### config.mk
export PLATFORM = sky130hd
export DESIGN_NAME = switch_port_tx_flat
export DESIGN_NICKNAME = d
export VERILOG_FILES = /design/src/rtl/switch_port_tx_if.sv /design/src/rtl/switch_port_tx.sv /design/src/flat_wrapper.sv
export SDC_FILE = /design/constraint.sdc
export NUM_CORES = 1
export LEC_CHECK = 0
export CORE_MARGIN = 5
export CORE_UTILIZATION = 40
export CTS_CLUSTER_SIZE = 28
export DETAILED_ROUTE_END_ITERATION = 16
export GPL_ROUTABILITY_DRIVEN = 0
export HOLD_SLACK_MARGIN = 0.02
export PLACE_DENSITY = 0.63
export SLEW_MARGIN = 20
export SYNTH_ARGS = -nofsm -noshare
export SYNTH_HDL_FRONTEND = slang
export SYNTH_SLANG_ARGS = --single-unit
### constraint.sdc
create_clock -name clk -period 3.3 [get_ports clk]
set_input_delay 0.495 -clock clk [delete_from_list [all_inputs] [get_ports clk]]
set_output_delay 0.495 -clock clk [all_outputs]
set_load 0.02 [all_outputs]
### src/rtl/switch_port_tx_if.sv
// Port-side bundle for switch_port_tx: pointer/data FIFO reads, pause, byte-wide TX, counters.
// Latency: none, wires only.
// Backpressure: tx_pause is the only throttle; FIFO reads are issued by the master side.
interface switch_port_tx_if;
  logic        ptr_fifo_empty;
  logic        ptr_fifo_rd;
  logic [15:0] ptr_fifo_dout;
  logic        data_fifo_rd;
  logic [7:0]  data_fifo_dout;
  logic        tx_pause;
  logic        tx_dv;
  logic        tx_sof;
  logic [7:0]  txd;
  logic [15:0] frame_cnt;
  logic [15:0] drop_cnt;

  // Transmit stage side
  modport master (
    input  ptr_fifo_empty, ptr_fifo_dout, data_fifo_dout, tx_pause,
    output ptr_fifo_rd, data_fifo_rd, tx_dv, tx_sof, txd, frame_cnt, drop_cnt
  );

  // Output queue / MAC side
  modport slave (
    output ptr_fifo_empty, ptr_fifo_dout, data_fifo_dout, tx_pause,
    input  ptr_fifo_rd, data_fifo_rd, tx_dv, tx_sof, txd, frame_cnt, drop_cnt
  );
endinterface

### src/rtl/switch_port_tx.sv
// Per-port TX: pops one descriptor, reads its bytes, sends preamble/SFD + frame, enforces IFG.
// Latency: descriptor pop to first preamble byte is 3 cycles; data byte leaves 2 cycles after its FIFO read.
// Backpressure: none downstream; tx_pause only blocks new frame starts (sampled in IDLE).
module switch_port_tx #(
  parameter int IFG_CYCLES = 12,
  parameter int MAX_LEN    = 1518,
  parameter int LEN_W      = 12
) (
  input logic            clk,
  input logic            rst,
  switch_port_tx_if.master port
);

  // IDLE->PTR_RD->PTR_LAT->PREAMBLE already spends 3 idle cycles, so IFG only holds the rest.
  localparam int IFG_HOLD = (IFG_CYCLES > 4) ? IFG_CYCLES - 4 : 0;
  localparam int CNT_W    = $clog2(IFG_CYCLES + 9);
  // First data read is issued while preamble byte 6 is on the wire: read -> dout -> txd register.
  localparam int RD_LEAD  = 5;

  typedef enum logic [2:0] {
    IDLE, PTR_RD, PTR_LAT, PREAMBLE, DATA, DRAIN, IFG
  } state_t;

  state_t           state;
  logic [CNT_W-1:0] cnt;
  logic [LEN_W-1:0] rd_left;
  logic [LEN_W-1:0] byte_left;
  logic [LEN_W-1:0] dlen;

  assign dlen = port.ptr_fifo_dout[LEN_W-1:0];

  // Upper descriptor bits carry no meaning for this stage.
  generate
    if (LEN_W < 16) begin : g_hi
      logic unused_hi;
      assign unused_hi = ^port.ptr_fifo_dout[15:LEN_W];
    end
  endgenerate

  // Frame sequencer; every output is a register written here.
  always_ff @(posedge clk or posedge rst) begin
    if (rst) begin
      state             <= IDLE;
      cnt               <= CNT_W'(IFG_HOLD);
      rd_left           <= '0;
      byte_left         <= '0;
      port.ptr_fifo_rd  <= 1'b0;
      port.data_fifo_rd <= 1'b0;
      port.tx_dv        <= 1'b0;
      port.tx_sof       <= 1'b0;
      port.txd          <= 8'h00;
      port.frame_cnt    <= 16'h0000;
      port.drop_cnt     <= 16'h0000;
    end else begin
      port.ptr_fifo_rd  <= 1'b0;
      port.data_fifo_rd <= 1'b0;
      port.tx_sof       <= 1'b0;
      case (state)
        IDLE: begin
          if (!port.ptr_fifo_empty && !port.tx_pause) begin
            state            <= PTR_RD;
            port.ptr_fifo_rd <= 1'b1;
          end
        end
        PTR_RD: begin
          state <= PTR_LAT;
        end
        PTR_LAT: begin
          if (dlen == '0) begin
            port.drop_cnt <= port.drop_cnt + 16'd1;
            state         <= IDLE;
          end else if (dlen > LEN_W'(MAX_LEN)) begin
            port.data_fifo_rd <= 1'b1;
            rd_left           <= dlen - LEN_W'(1);
            state             <= DRAIN;
          end else begin
            rd_left    <= dlen;
            byte_left  <= dlen;
            cnt        <= '0;
            port.tx_dv <= 1'b1;
            port.txd   <= 8'h55;
            state      <= PREAMBLE;
          end
        end
        PREAMBLE: begin
          cnt <= cnt + CNT_W'(1);
          if (cnt >= CNT_W'(RD_LEAD) && rd_left != '0) begin
            port.data_fifo_rd <= 1'b1;
            rd_left           <= rd_left - LEN_W'(1);
          end
          if (cnt == CNT_W'(6)) begin
            port.txd <= 8'hD5;
          end else if (cnt == CNT_W'(7)) begin
            port.txd    <= port.data_fifo_dout;
            port.tx_sof <= 1'b1;
            byte_left   <= byte_left - LEN_W'(1);
            state       <= DATA;
          end
        end
        DATA: begin
          if (rd_left != '0) begin
            port.data_fifo_rd <= 1'b1;
            rd_left           <= rd_left - LEN_W'(1);
          end
          if (byte_left != '0) begin
            port.txd  <= port.data_fifo_dout;
            byte_left <= byte_left - LEN_W'(1);
          end else begin
            port.tx_dv     <= 1'b0;
            port.txd       <= 8'h00;
            port.frame_cnt <= port.frame_cnt + 16'd1;
            cnt            <= '0;
            state          <= IFG;
          end
        end
        DRAIN: begin
          if (rd_left != '0) begin
            port.data_fifo_rd <= 1'b1;
            rd_left           <= rd_left - LEN_W'(1);
          end else begin
            port.drop_cnt <= port.drop_cnt + 16'd1;
            state         <= IDLE;
          end
        end
        IFG: begin
          if (cnt >= CNT_W'(IFG_HOLD)) begin
            state <= IDLE;
          end else begin
            cnt <= cnt + CNT_W'(1);
          end
        end
        default: state <= IDLE;
      endcase
    end
  end

endmodule
### src/flat_wrapper.sv
// flat-port wrapper written by rule: the top's interface ports become plain ports
module switch_port_tx_flat 
#(
  parameter int IFG_CYCLES = 12,
  parameter int MAX_LEN    = 1518,
  parameter int LEN_W      = 12
)
  (clk, rst, port_ptr_fifo_empty, port_ptr_fifo_dout, port_data_fifo_dout, port_tx_pause, port_ptr_fifo_rd, port_data_fifo_rd, port_tx_dv, port_tx_sof, port_txd, port_frame_cnt, port_drop_cnt);
  switch_port_tx_if port_i ();
  input logic clk;
  input logic rst;
  input wire logic [$bits(port_i.ptr_fifo_empty)-1:0] port_ptr_fifo_empty;
  input wire logic [$bits(port_i.ptr_fifo_dout)-1:0] port_ptr_fifo_dout;
  input wire logic [$bits(port_i.data_fifo_dout)-1:0] port_data_fifo_dout;
  input wire logic [$bits(port_i.tx_pause)-1:0] port_tx_pause;
  output wire logic [$bits(port_i.ptr_fifo_rd)-1:0] port_ptr_fifo_rd;
  output wire logic [$bits(port_i.data_fifo_rd)-1:0] port_data_fifo_rd;
  output wire logic [$bits(port_i.tx_dv)-1:0] port_tx_dv;
  output wire logic [$bits(port_i.tx_sof)-1:0] port_tx_sof;
  output wire logic [$bits(port_i.txd)-1:0] port_txd;
  output wire logic [$bits(port_i.frame_cnt)-1:0] port_frame_cnt;
  output wire logic [$bits(port_i.drop_cnt)-1:0] port_drop_cnt;
  assign port_i.ptr_fifo_empty = port_ptr_fifo_empty;
  assign port_i.ptr_fifo_dout = port_ptr_fifo_dout;
  assign port_i.data_fifo_dout = port_data_fifo_dout;
  assign port_i.tx_pause = port_tx_pause;
  assign port_ptr_fifo_rd = port_i.ptr_fifo_rd;
  assign port_data_fifo_rd = port_i.data_fifo_rd;
  assign port_tx_dv = port_i.tx_dv;
  assign port_tx_sof = port_i.tx_sof;
  assign port_txd = port_i.txd;
  assign port_frame_cnt = port_i.frame_cnt;
  assign port_drop_cnt = port_i.drop_cnt;
  switch_port_tx #(.IFG_CYCLES(IFG_CYCLES), .MAX_LEN(MAX_LEN), .LEN_W(LEN_W)) u_core (.clk(clk), .rst(rst), .port(port_i));
endmodule
### Yosys cells after proc, flatten, opt, wreduce, memory -nomap -nowiden

Index checks and enable logic that the tools add are counted.

| word-level totals | value |
|---|---|
| register bits after elaboration | 76 |
| input bits | 28 |
| output and inout port bits | 44 |
| logic and storage cells | 113 |

| cells by class | value |
|---|---|
| add/sub/neg operators | 6 |
| order comparisons | 3 |
| eq/ne operators | 22 |
| mux-type cells | 48 |
| bitwise logic cells | 1 |
| reductions and logical operators | 22 |

Operators by type and width:

| cell | number |
|---|---|
| $mux 12 | 9 |
| $pmux 12 s3 | 2 |
| $mux 8 | 5 |
| $sub 12x1->12 const B | 3 |
| $add 16x1->16 const B | 2 |
| $mux 16 | 2 |
| $pmux 16 s2 | 1 |
| $mux 3 | 8 |
| $pmux 8 s3 | 1 |
| $reduce_bool 12->1 | 2 |
| $pmux 3 s7 | 1 |
| $mux 5 | 4 |
| $pmux 5 s4 | 1 |
| $ne 2x1->1 const B | 7 |
| $gt 12x11->1 const B | 1 |
| $logic_not 12->1 | 1 |
| $mux 1 | 12 |
| $ne 2x2->1 const B | 6 |
| $reduce_and 4->1 | 3 |
| $reduce_and 6->1 | 2 |
| $eq 5x3->1 const B | 2 |
| $eq 3x3->1 const B | 3 |
| $eq 3x2->1 const B | 2 |
| $reduce_bool 3->1 | 2 |
| 17 further kinds | 20 |

### Depth between registers and ports, before layout

| depth | value |
|---|---|
| depth after elaboration | 4 |
| gate-level depth with buffers | 8 |

### Worst setup path before layout

OpenSTA, ideal clock, no wires.

| path | value |
|---|---|
| path type | register -> register |
| start point | register u_core.byte_left[0] |
| end point | register u_core.port.frame_cnt[7] |
| setup time | 0.129 ns |
| arrival | 2.001 ns |
| slack | 1.169 ns |
| cell stages (with the launch flop) | 9 |
| path buffers | 1 |
| clock period less this slack | 2.131 ns |
| cell sequence | dfrtp_1 inv_1 ha_1 or4b_4 nor4_4 buf_6 and4_1 nand4_1 xnor2_1 |

| between the ends | value |
|---|---|
| longest elaborated chain between the ends | 3 |

RTL lines:

| element | RTL line | text |
|---|---|---|
| start: declaration | switch_port_tx.sv:27 | `logic [LEN_W-1:0] byte_left;` |
| start signal: assignment | switch_port_tx.sv:78 | `byte_left <= dlen;` |
| start signal: assignment | switch_port_tx.sv:96 | `byte_left <= byte_left - LEN_W'(1);` |
| start signal: assignment | switch_port_tx.sv:107 | `byte_left <= byte_left - LEN_W'(1);` |
| $reduce_bool 12->1 | switch_port_tx.sv:105 | `if (byte_left != '0) begin` |
| $not 1->1 (no line) | - |  |
| $reduce_and 2->1 (no line) | - |  |
| end signal: assignment | switch_port_tx.sv:111 | `port.frame_cnt <= port.frame_cnt + 16'd1;` |
| end: declaration | switch_port_tx_if.sv:20 | `output ptr_fifo_rd, data_fifo_rd, tx_dv, tx_sof, txd, frame_cnt, drop_cnt` |

Every way passes these cells.
A chain may end at the register's enable or synchronous reset.

### Final worst setup path

| path | value |
|---|---|
| start point | input port port_ptr_fifo_dout[6] |
| end point | register u_core.byte_left[2] |

| between the ends | value |
|---|---|
| longest elaborated chain between the ends | 3 |

RTL lines:

| element | RTL line | text |
|---|---|---|
| start: declaration | flat_wrapper.sv:13 | `input wire logic [$bits(port_i.ptr_fifo_dout)-1:0] port_ptr_fifo_dout;` |
| $gt 12x11->1 or $logic_not 12->1 (tied branches) | switch_port_tx.sv:72, switch_port_tx.sv:69 |  |
| $ne 2x2->1 (no line) | - |  |
| $reduce_and 6->1 (no line) * | - |  |

Every way passes the cells marked *; elsewhere a longest branch is shown, timed or not.

==> summary.md <==
* **footprint of the flip-flops and latches** 1900 um2
* **Leak Pwr** 2.39 nW
* **number of instances in the synthesized netlist** 496
* **flip-flop and latch count after synthesis** 76
* **largest net degree at the start of global routing** 77
* **Hold/Removal Path Class** reg -> reg
* **mean post-synth cell area** 9.47 um2
* **count of buffers inserted at the top-level ports** 67
* **Fmax** 387 MHz
* **Max FO, Critical Path** 10
* **cells taking the most area after synthesis** sky130_fd_sc_hd__dfrtp_1 40%, sky130_fd_sc_hd__xnor2_1 4.7%, sky130_fd_sc_hd__nor2_1 3.0%, sky130_fd_sc_hd__a21oi_1 3.0%, sky130_fd_sc_hd__ha_1 2.9%
* **number of antenna cells inserted** 0
* **H-tree level count** 3
* **run status** completed
* **Post-route DRC** 0
* **global route overflow** 0
* **unrepaired setup endpoints after global routing** false
* **Post-CTS Setup Bufs** 0
* **vias per inst** 5.94
* **standard cell core area** 11,500 um2
* **Critical Path Source Type** input port
* **area occupied by multi-input gates** 2610 um2
* **summed instance area of the synthesized netlist** 4700 um2
* **number of placement rows** 39
* **remaining max-slew budget at the tightest pin** 46.7%
* **antenna violation net count after detailed routing** 0
* **chip width** 118 um
* **final cycle utilization of the critical path** 78.3%
* **Post-synth top flop** sky130_fd_sc_hd__dfrtp_1
* **Synth cell types** 72
* **area enclosed by the die boundary** 14,000 um2
* **number of maximum-capacitance violations** 0
* **Final Slew Violations** 0
* **TritonCTS clock tree** done
* **initial antenna violation count** 0
* **total instance count after detailed placement** 695
* **number of I/O pins** 72
* **Detailed Route WL** 12.2 mm
* **fraction of layout instances using a drive strength above 1** 9.52%
* **count of endpoints failing hold in the final timing report** 0
* **total of cells resized after clock tree synthesis** 0
* **proportion of synthesized flip-flops having asynchronous set or reset** 100%
* **largest area contributor in the netlist** sky130_fd_sc_hd__dfrtp_1
* **total nets after synthesis** 535
* **area added between synthesis and finish** 24.0%
* **startpoint-to-endpoint class of the critical path** in -> reg
* **number of fillers in the final layout** 1,059
* **post-layout util** 50.8%
* **sum of negative setup slack** 0 ns
* **number of buffers inserted during clock tree synthesis** 9
* **Worst EP required** 3.58 ns
* **vertical die dimension** 118 um
* **worst voltage drop across the vdd grid** 0.000430 V
* **critical path capture point type** flip-flop
* **final hold slack** 0.469 ns
* **arrival time of data at the critical path endpoint** 2.87 ns
* **count of yosys warnings during synthesis** 0
* **hold-fix buffers at CTS** 0
* **worst hold start** u_core.port.drop_cnt[15]$_DFFE_PP0P_
* **detailed-placement wirelength estimate** 8.54 mm
* **Clock Tree Buf Depth** 2
* **DRC violation total after the first TritonRoute iteration** 331
* **Initial Util** 41.0%
* **global-route wire length before repair** 20.5 mm
* **number of sinks driven by the clock tree** 76
* **sequential share of the synthesized area** 40.5%
* **NumNets Final** 602
* **final setup violation count** 0
* **clock period minus worst slack** 2.58 ns
* **R2R Path Start** u_core.byte_left[0]$_DFFE_PP0P_
* **cell chosen for the clock root** sky130_fd_sc_hd__clkbuf_16
* **proportion of netlist area held by the largest area contributor** 39.9%
* **Worst-Margin Slew** 0.797 ns
* **clock edge transition at the registers on the reported setup and hold paths** 0.06 ns
* **vias after detailed routing** 4,217
* **detail-routed net length per standard cell** 17.1 um
* **global-route usage over all layers** 17.5%
* **number of global-route vias before repair** 4,005
* **start point of the critical path** port_ptr_fifo_dout[6]
* **setup clock skew after layout** 0.0112 ns
* **number of flops mapped to enable cells by yosys** 0
* **Cell Pwr Density** 754 nW/um2
* **Finished Layout Cells** 710
* **number of iterations in the first detailed-routing pass** 5
* **Worst-Skew Late Latency** 0.35 ns
critical path, stage by stage:
cell	delay, ns
sky130_fd_sc_hd__clkdlybuf4s50_1	0.53
sky130_fd_sc_hd__nor4_1	0.60
sky130_fd_sc_hd__nand3_1	0.27
sky130_fd_sc_hd__nand4_1	0.30
sky130_fd_sc_hd__and2_1	0.44
sky130_fd_sc_hd__o22a_1	0.22
final timing paths:
kind,to,slack (ns),cells past startpoint
worst max register to register,u_core.byte_left[2]$_DFFE_PP0P_,0.82,8
max in group asynchronous,u_core.cnt[3]$_DFFE_PP1P_,2.39,3
worst min-delay path,u_core.port.drop_cnt[15]$_DFFE_PP0P_,0.47,1
min in group asynchronous,u_core.port.drop_cnt[10]$_DFFE_PP0P_,0.56,3
worst max-delay path,u_core.byte_left[2]$_DFFE_PP0P_,0.72,6
worst min register to register,u_core.port.drop_cnt[15]$_DFFE_PP0P_,0.47,1
layout make-up:
cell class,instances,area share (%)
Multi-Input combinational cell,379,44.9
Tap cell,143,3.07
Clock buffer,9,3.87
Clock inverter,6,1.12
Sequential cell,76,32.7
Inverter,18,1.16
Timing Repair Buffer,79,13.3
cells in the mapped netlist (11+ instances only):
master                    count
sky130_fd_sc_hd__dfrtp_1     75
sky130_fd_sc_hd__nor2_1      38
sky130_fd_sc_hd__a21oi_1     28
sky130_fd_sc_hd__nand2_1     28
sky130_fd_sc_hd__xnor2_1     25
sky130_fd_sc_hd__nand3_1     24
sky130_fd_sc_hd__inv_1       18
sky130_fd_sc_hd__o21ai_0     15
sky130_fd_sc_hd__a31oi_1     14
sky130_fd_sc_hd__and3_1      13
sky130_fd_sc_hd__nand4_1     13
sky130_fd_sc_hd__o22a_1      12
sky130_fd_sc_hd__and2_1      11
sky130_fd_sc_hd__ha_1        11
registers in the layout, summed over array words and instances, names as in the netlist:
name / flops
u_core.port.ptr_fifo_rd: 1
u_core.byte_left: 12
u_core.state: 3
u_core.port.txd: 8
u_core.port.data_fifo_rd: 1
u_core.port.drop_cnt: 16
u_core.rd_left: 12
u_core.port.frame_cnt: 16
u_core.port.tx_sof: 1
u_core.port.tx_dv: 1
u_core.cnt: 5
routing by layer:
layer  up-vias  share of wire (%)  track usage (%)  wire [um]
met4         0                2.0             6.52        240
met1      2064                 46             23.9       5570
met5         -                  0                0          0
met2       131                 46             26.4       5590
met3        17                6.3             5.21        771
li1       2005                  -                -          -
kinds of logic after synthesis:
kind of cell | count (synthesis) | synth area share [%]
and+or+nand+nor | 195 | 24.8
xor gates and xnor gates | 33 | 6.15
AOI/OAI and AO/OA | 135 | 20.6
adders and majority gates | 11 | 2.93
muxes | 5 | 1.12
DFF | 76 | 40.5
buffers and inverters | 41 | 3.86
stage by stage:
step / total power, W / setup WS [ns] / area (um2)
2_1_floorplan: 0.00286 / 0.868 / 4700
6_report: 0.00439 / 0.717 / 5830
3_3_place_gp: 0.00334 / 0.466 / 5540
3_5_place_dp: 0.00339 / 0.398 / 5540
5_1_grt: 0.00472 / 0.568 / 5830
4_1_cts: 0.00440 / 0.733 / 5830
power by group:
| part | total [W] | internal [W] | switching, W |
|---|---|---|---|
| Sequential | 0.00150 | 0.00119 | 0.000308 |
| Clock | 0.000986 | 0.000582 | 0.000404 |
| Combinational | 0.00191 | 0.000807 | 0.00110 |
cell usage in the layout, fill, tap and decap left out, types with 11 or more instances in the layout:
master and n:
sky130_fd_sc_hd__o22a_1 12, sky130_fd_sc_hd__and3_1 13, sky130_fd_sc_hd__nand2_1 28, sky130_fd_sc_hd__buf_4 11, sky130_fd_sc_hd__nand3_1 24, sky130_fd_sc_hd__nor2_1 38
sky130_fd_sc_hd__nand4_1 13, sky130_fd_sc_hd__a21oi_1 28, sky130_fd_sc_hd__clkdlybuf4s50_1 67, sky130_fd_sc_hd__a31oi_1 14, sky130_fd_sc_hd__o21ai_0 15, sky130_fd_sc_hd__and2_1 11
sky130_fd_sc_hd__xnor2_1 25, sky130_fd_sc_hd__dfrtp_1 75, sky130_fd_sc_hd__ha_1 11, sky130_fd_sc_hd__inv_1 17
No activity file was read; power rests on OpenSTA's default activity.
